--- config.mk ---
export PLATFORM = sky130hd
export DESIGN_NAME = func_gen_dds
export DESIGN_NICKNAME = d
export VERILOG_FILES = /design/src/rtl/func_gen_pkg.sv /design/src/rtl/pwm_dac.sv /design/src/rtl/func_gen_dds.sv
export SDC_FILE = /design/constraint.sdc
export NUM_CORES = 1
export LEC_CHECK = 0
export CORE_MARGIN = 5
export CORE_UTILIZATION = 55
export DETAILED_ROUTE_END_ITERATION = 10
export HOLD_SLACK_MARGIN = 0.15
export PLACE_DENSITY = 0.9
export RECOVER_POWER = 100
export SYNTH_ARGS = -nofsm -noshare
export SYNTH_HDL_FRONTEND = slang
export SYNTH_SLANG_ARGS = --single-unit
--- constraint.sdc ---
create_clock -name clk -period 2.2 [get_ports clk]
set_input_delay 0.55 -clock clk [delete_from_list [all_inputs] [get_ports clk]]
set_output_delay 0.55 -clock clk [all_outputs]
set_load 0.03 [all_outputs]
--- src/rtl/func_gen_pkg.sv ---
// Shared encodings for the DDS function generator: waveform selects and
// amplitude shift codes.
package func_gen_pkg;

    typedef enum logic [2:0] {
        WAVE_SQUARE   = 3'd0,
        WAVE_SAW_UP   = 3'd1,
        WAVE_SAW_DOWN = 3'd2,
        WAVE_TRIANGLE = 3'd3,
        WAVE_DC       = 3'd4
    } wave_sel_e;

    localparam logic [1:0] AMP_FULL    = 2'd0;
    localparam logic [1:0] AMP_HALF    = 2'd1;
    localparam logic [1:0] AMP_QUARTER = 2'd2;
    localparam logic [1:0] AMP_EIGHTH  = 2'd3;

endpackage

--- src/rtl/pwm_dac.sv ---
// PWM DAC: free-running period counter, duty latched only at the period
// boundary so a level change never truncates or stretches the current pulse.
module pwm_dac #(
    parameter int unsigned W = 8
) (
    input  logic         clk,
    input  logic         rst_n,
    input  logic [W-1:0] level,
    output logic         out,
    output logic [W-1:0] sample
);

    logic [W-1:0] cnt_q, cnt_d;
    logic [W-1:0] duty_q, duty_d;
    logic         out_q, out_d;

    always_comb begin
        cnt_d  = cnt_q + 1'b1;
        duty_d = (cnt_q == '1) ? level : duty_q;
        out_d  = (cnt_q < duty_q);
    end

    always_ff @(posedge clk or negedge rst_n) begin
        if (!rst_n) begin
            cnt_q  <= '0;
            duty_q <= '0;
            out_q  <= 1'b0;
        end else begin
            cnt_q  <= cnt_d;
            duty_q <= duty_d;
            out_q  <= out_d;
        end
    end

    assign out    = out_q;
    assign sample = duty_q;

endmodule

--- src/rtl/func_gen_dds.sv ---
// DDS function generator: divider-paced phase counter, waveform shaper,
// amplitude shifter and boundary-latched PWM DAC output.
module func_gen_dds
    import func_gen_pkg::*;
#(
    parameter int unsigned W    = 8,
    parameter int unsigned DIVW = 5
) (
    input  logic            clk,
    input  logic            rst,
    input  logic            en,
    input  logic            ld,
    input  logic [DIVW-1:0] cnt_load,
    input  logic            phase_clr,
    input  logic [2:0]      wave_sel,
    input  logic [W-1:0]    duty,
    input  logic [1:0]      amp_sel,
    output logic            out,
    output logic [W-1:0]    sample,
    output logic            tick,
    output logic            wrap
);

    logic [DIVW-1:0] reload_q, reload_d;
    logic [DIVW-1:0] div_cnt_q, div_cnt_d;
    logic            tick_q, tick_d;
    logic [W-1:0]    phase_q, phase_d;
    logic            wrap_q, wrap_d;
    logic [W-1:0]    wave_q, wave_d;
    logic [W-1:0]    shaped;
    logic [W-1:0]    tri_base;

    // Divider: ld overrides en, so a pending tick is dropped on a load cycle.
    always_comb begin
        reload_d  = reload_q;
        div_cnt_d = div_cnt_q;
        tick_d    = 1'b0;
        if (ld) begin
            reload_d  = cnt_load;
            div_cnt_d = cnt_load;
        end else if (en) begin
            if (div_cnt_q == '1) begin
                div_cnt_d = reload_q;
                tick_d    = 1'b1;
            end else begin
                div_cnt_d = div_cnt_q + 1'b1;
            end
        end
    end

    always_comb begin
        phase_d = phase_q;
        wrap_d  = 1'b0;
        if (phase_clr) begin
            phase_d = '0;
        end else if (tick_q) begin
            phase_d = phase_q + 1'b1;
            wrap_d  = (phase_q == '1);
        end
    end

    always_comb begin
        tri_base = {phase_q[W-2:0], 1'b0};
        shaped   = '0;
        case (wave_sel_e'(wave_sel))
            WAVE_SQUARE:   shaped = (phase_q < duty) ? '1 : '0;
            WAVE_SAW_UP:   shaped = phase_q;
            WAVE_SAW_DOWN: shaped = ~phase_q;
            WAVE_TRIANGLE: shaped = phase_q[W-1] ? ~tri_base : tri_base;
            WAVE_DC:       shaped = {1'b1, {(W-1){1'b0}}};
            default:       shaped = '0;
        endcase
    end

    always_comb begin
        wave_d = shaped;
        case (amp_sel)
            AMP_FULL:    wave_d = shaped;
            AMP_HALF:    wave_d = shaped >> 1;
            AMP_QUARTER: wave_d = shaped >> 2;
            AMP_EIGHTH:  wave_d = shaped >> 3;
            default:     wave_d = shaped;
        endcase
    end

    always_ff @(posedge clk or negedge rst) begin
        if (!rst) begin
            reload_q  <= '0;
            div_cnt_q <= '0;
            tick_q    <= 1'b0;
            phase_q   <= '0;
            wrap_q    <= 1'b0;
            wave_q    <= '0;
        end else begin
            reload_q  <= reload_d;
            div_cnt_q <= div_cnt_d;
            tick_q    <= tick_d;
            phase_q   <= phase_d;
            wrap_q    <= wrap_d;
            wave_q    <= wave_d;
        end
    end

    pwm_dac #(.W(W)) u_pwm (
        .clk    (clk),
        .rst_n  (rst),
        .level  (wave_q),
        .out    (out),
        .sample (sample)
    );

    assign tick = tick_q;
    assign wrap = wrap_q;

endmodule

After elaboration in Yosys (flattened, before gate mapping)
Cells that the tools add are included.
{ "word_totals": {"ramBits": 0, "wordCells": 44, "register_bits": 45, "romBits": 0, "latch_bits": 0, "output_inout_bits": 11, "mem_count": 0} }
{ "classes": {"eq_ne": 10, "add_sub_neg": 3, "bitwise": 2, "mux": 14, "reduce_logical": 4, "order_cmp": 2, "n_mul": 0, "shift": 0, "div": 0} }
{ "op_table": {"columns": ["cell", "count"], "rows": [
  ["one-hot mux 8 bit (5 select lines)", 1],
  ["two-way mux 8 bit", 4],
  ["one-hot mux 8 bit (4 select lines)", 1],
  ["adder 8 x 1 -> 8 bit (second input constant)", 2],
  ["equality test 8 bit (second input constant)", 2],
  ["less-than comparator 8 bit", 2],
  ["NOT 8 bit", 2],
  ["two-way mux 5 bit", 3],
  ["equality test 3 x 2 -> 1 bit (second input constant)", 2],
  ["adder 5 x 1 -> 5 bit (second input constant)", 1],
  ["equality test 5 bit (second input constant)", 1],
  ["two-way mux 1 bit", 5],
  ["equality test 2 bit (second input constant)", 2],
  ["nonzero test 2 bit", 2],
  ["equality test 3 x 1 -> 1 bit (second input constant)", 1],
  ["equality test 3 bit (second input constant)", 1],
  ["logical NOT 3 bit", 1],
  ["equality test 2 x 1 -> 1 bit (second input constant)", 1],
  ["logical NOT 2 bit", 1]
]} }

Depth between registers and ports, before layout
{ "depth": {"depth_word": 4, "mapped_depth": 8} }

By module
Synthesis repeated with hierarchy kept, for this count alone.
{ "unflattened": {"hier_cells": 263, "area_unflattened_um2": 2786.4} }
{ "by_module_without_submodules": {"columns": ["mod", "n_inst", "area_each_um2", "cells_each"], "rows": [
  ["func_gen_dds", 1, 1913.1, 194],
  ["pwm_dac", 1, 873.3, 69]
]} }

Least setup slack after synthesis
Ideal clock, no wire load.
{ "synth_timing": {"path_type": "input to register", "start": "in duty[2]", "end": "reg wave_q[7]", "slack_ps": 249, "arrival_time_ps": 1855, "stages": 7, "setup_time_ps": 95, "cell_sequence": "inv_1 > ha_1 > a211o_1 > a31oi_2 > o211ai_4 > nor2b_1 > nor4b_2"} }
{ "synth_between": {"elab_chain_cells": 4} }
{ "synth_rtl": {"columns": ["item", "line_no", "rtl"], "rows": [
  ["start: declaration", "func_gen_dds.sv:16", "input logic [W-1:0] duty,"],
  ["less-than comparator 8 bit", "func_gen_dds.sv:66", "WAVE_SQUARE: shaped = (phase_q < duty) ? '1 : '0;"],
  ["two-way mux 8 bit", "func_gen_dds.sv:66", null],
  ["one-hot mux 8 bit (5 select lines)", "func_gen_dds.sv:65", "case (wave_sel_e'(wave_sel))"],
  ["one-hot mux 8 bit (4 select lines)", "func_gen_dds.sv:77", "case (amp_sel)"],
  ["net wave_d[7]", "func_gen_dds.sv:29", "logic [W-1:0] wave_q, wave_d;"],
  ["end signal: assignment", "func_gen_dds.sv:100", "wave_q <= wave_d;"],
  ["end: declaration", "func_gen_dds.sv:29", null]
]} }
The timed path passes the listed nets, and every way through them passes these cells.
A chain may end at the register's enable or synchronous reset.

Worst setup path after layout
Same ends and word-level chain as after synthesis.

==> results.md <==
* Port buffer count at 33
* CP max FO at 6
* DP HPWL at 4040 um
* Overall Global Routing Usage at 0.176
* Worst path slowest cell: clkdlybuf4s50_1
* Core box area at 4690 um^2
* Count of cell types in the netlist at 53
* Worst-Margin Slew at 1.10 ns
* Via density at 5.65
* F_max at 465 MHz
* Initial antenna violation count at 0
* Most common cell after layout, fill and taps aside: dfrtp_1
* First-pass iteration count of the detailed router at 4
* DRC Markers at 0
* Cell row count at 25
* Avg Inst Size Synth at 9.73 um^2
* Post-layout power at 1.61 mW
* Clock tree from TritonCTS: done
* Top FF cell, synth: dfrtp_1
* Outcome: finished clean
* Dpl cell area at 3080 um^2
* Asr flop ratio synth at 1.00
* Clk_skew at 0.0108 ns
* Worst Path Arrival at 2.36 ns
* # IOs at 34
* Dpl ws at -0.274 ns
* Post-Synth Simple-Gate Area at 0.143
* Largest net degree at the start of global routing at 22
* Post-synth EDFFs at 0
* Drt total wl at 5190 um
* Vias post-DR at 2080
* Post-synth net total at 315
* Die area at 6320 um^2
* Most frequent cells in the layout: dfrtp_1, o21ai_0, nand2_1, inv_1
* Die width at 79.5 um
* Max-slew headroom at 0.263
* Post-synthesis adder-cell area fraction at 0.0895
* Post-synthesis compound-gate area fraction at 0.177
* Setup crit end kind: register
* Vias in the first global route at 2019
* Worst Path Required at 2.41 ns
* CTS clk-pin slew, worst paths at 0.09 ns
* RSZ-0062 raised after global routing: false
* First-pass GRT wire length at 8900 um
* RePlAce Congestion at 0.852
* Layout Nets at 355
* Synthesized area at 2660 um^2
* Leak at 1.48 nW
* Post-layout min period at 2.15 ns
* Die height at 79.5 um
* Starting density of the core at 0.566
* Hold Path Class: input port to async pin
* GRT Residual Overflow at 0
* WP buf/inv at 2
* CTS buffer count at 5
* Postcts setup bufs at 0
* DR WL/cell at 14.1 um
* ANT cells at 0
* Utilization after layout at 0.672
* Register area share after synthesis at 0.424
* Crit path cell chain: clkdlybuf4s50_1 -> inv_1 -> ha_1 -> a211o_1 -> a31oi_2 -> o211ai_4 -> nor2b_1 -> nor4b_2
* CTS Buffer Depth at 2
* Share of cells above drive strength 1 at 0.102
* Number of setup violations in the final report at 0
* Slowest stage delay, CP at 0.46 ns
* Final ANT Viol Nets at 0
* Clk_lat worst skew at 0.30 ns
* Post-synthesis xor/xnor area fraction at 0.0561
* Iter 0 DRT Violations at 64
* Layout area overhead at 18.8%
* Fin crit share at 0.978
* Fin. Hold Viols at 0
* H-tree Lvls at 2
* Peak supply drop at 0.458 mV
* CTS root buffer: clkbuf_8
* Crit path kind: input port to register
* Final worst slack at 0.0487 ns
* CTS Sinks at 45
* #FFs+latches synth at 45
* Yosys warns at 0
* Final instance area at 3150 um^2
* Critical Path Source Type: input port
* Max-cap viol count at 0
* Hold_ws at 0.432 ns
* Pwr/cell area at 509 nW/um^2
* Slew Limit Fails at 0
* Mux cell area share after synthesis at 0.0467
* Main combinational cell family by area after synthesis: compound AO/OA/AOI/OAI gates
* Mapped Cells at 273
* Top delay family on crit path: compound AO/OA/AOI/OAI gates
==> area by class of cell <==
class                      count  area (um^2)
clock buffer                   5         68.8
sequential                    45         1130
clock inverter                 3         25.0
inverter                      22         82.6
multi-input combinational    191         1360
tap                           54         67.6
fill                         378         1540
timing repair buffer          48          423
==> worst paths after layout <==
path,from,endpoint,slack (ns),cells after the start
worst max-delay path,duty[2],wave_q[7],0.05,8
worst min-delay path,rst,u_pwm.out,0.43,1
worst max register to register,div_cnt_q[0],div_cnt_q[2],0.31,7
worst min register to register,wave_q[4],u_pwm.sample[4],0.46,2
max in group asynchronous,rst,reload_q[2],0.57,2
min in group clk,wave_q[4],u_pwm.sample[4],0.46,2
==> through the flow <==
step | setup TNS [ns] | instances
floorplan | 0 | 273
global placement | -0.993 | 360
CTS | 0 | 368
detailed placement | -1.26 | 360
finish | 0 | 368
global route | 0 | 368
==> worst reg2reg max path: cells and delay by family (launching register included) <==
kind | cells | cell delay, ns
flip-flops | 1 | 0.42
AND/OR/NAND/NOR | 2 | 0.38
adder cells (fa/ha/maj) | 2 | 0.55
AO/OA/AOI/OAI | 3 | 0.47
==> layer usage <==
metal	part of all wire	routed length [um]	global-route usage
met1	0.43	2230	0.221
met5	0	0	0
met3	0.045	234	0.0339
met4	0.0083	43	0.0412
met2	0.52	2680	0.311
==> power by group <==
part	internal, mW	total [mW]	switching (mW)
combinational	0.0982	0.206	0.107
clock	0.231	0.526	0.295
sequential	0.858	0.874	0.0161
==> cell usage after synthesis (2+ instances only) <==
library cell	number	area, um^2
dfrtp_1	45	1130
o21ai_0	32	160
nand2_1	26	97.6
inv_1	22	82.6
ha_1	19	238
nor2_1	17	63.8
xor2_1	11	96.3
mux2i_1	9	90.1
clkbuf_1	7	26.3
o211ai_1	7	52.6
a21oi_1	6	30.0
xnor2_1	6	52.6
a211o_1	4	35.0
buf_4	4	30.0
nand3_1	4	20.0
and3_1	3	18.8
mux2_2	3	33.8
nand2b_1	3	18.8
nand4_1	3	18.8
or3_1	3	18.8
a22oi_1	2	15.0
buf_2	2	10.0
nor2b_1	2	12.5
nor3b_1	2	15.0
nor4_1	2	12.5
o21a_1	2	15.0
==> flip-flops by register name (all words and copies together), names as in the netlist <==
register,flops
phase_q,8
u_pwm.cnt_q,8
u_pwm.sample,8
wave_q,8
div_cnt_q,5
reload_q,5
tick,1
u_pwm.out,1
wrap,1
==> timing repair <==
item                                   in CTS  in global routing
setup endpoints to repair                   0                  1
hold buffers                                0                  0
endpoints found under the hold margin       0                  0
gates resized for setup                     0                  0
==> cell families (layout without fill, tap and decap cells) <==
family	Yosys count	after routing
muxes	12	12
buffers and inverters	37	78
AOI/OAI and AO/OA	70	70
and+or+nand+nor	73	73
DFF	45	45
adders and majority gates	19	19
xor gates and xnor gates	17	17
No activity file was read; power rests on OpenSTA's default activity.
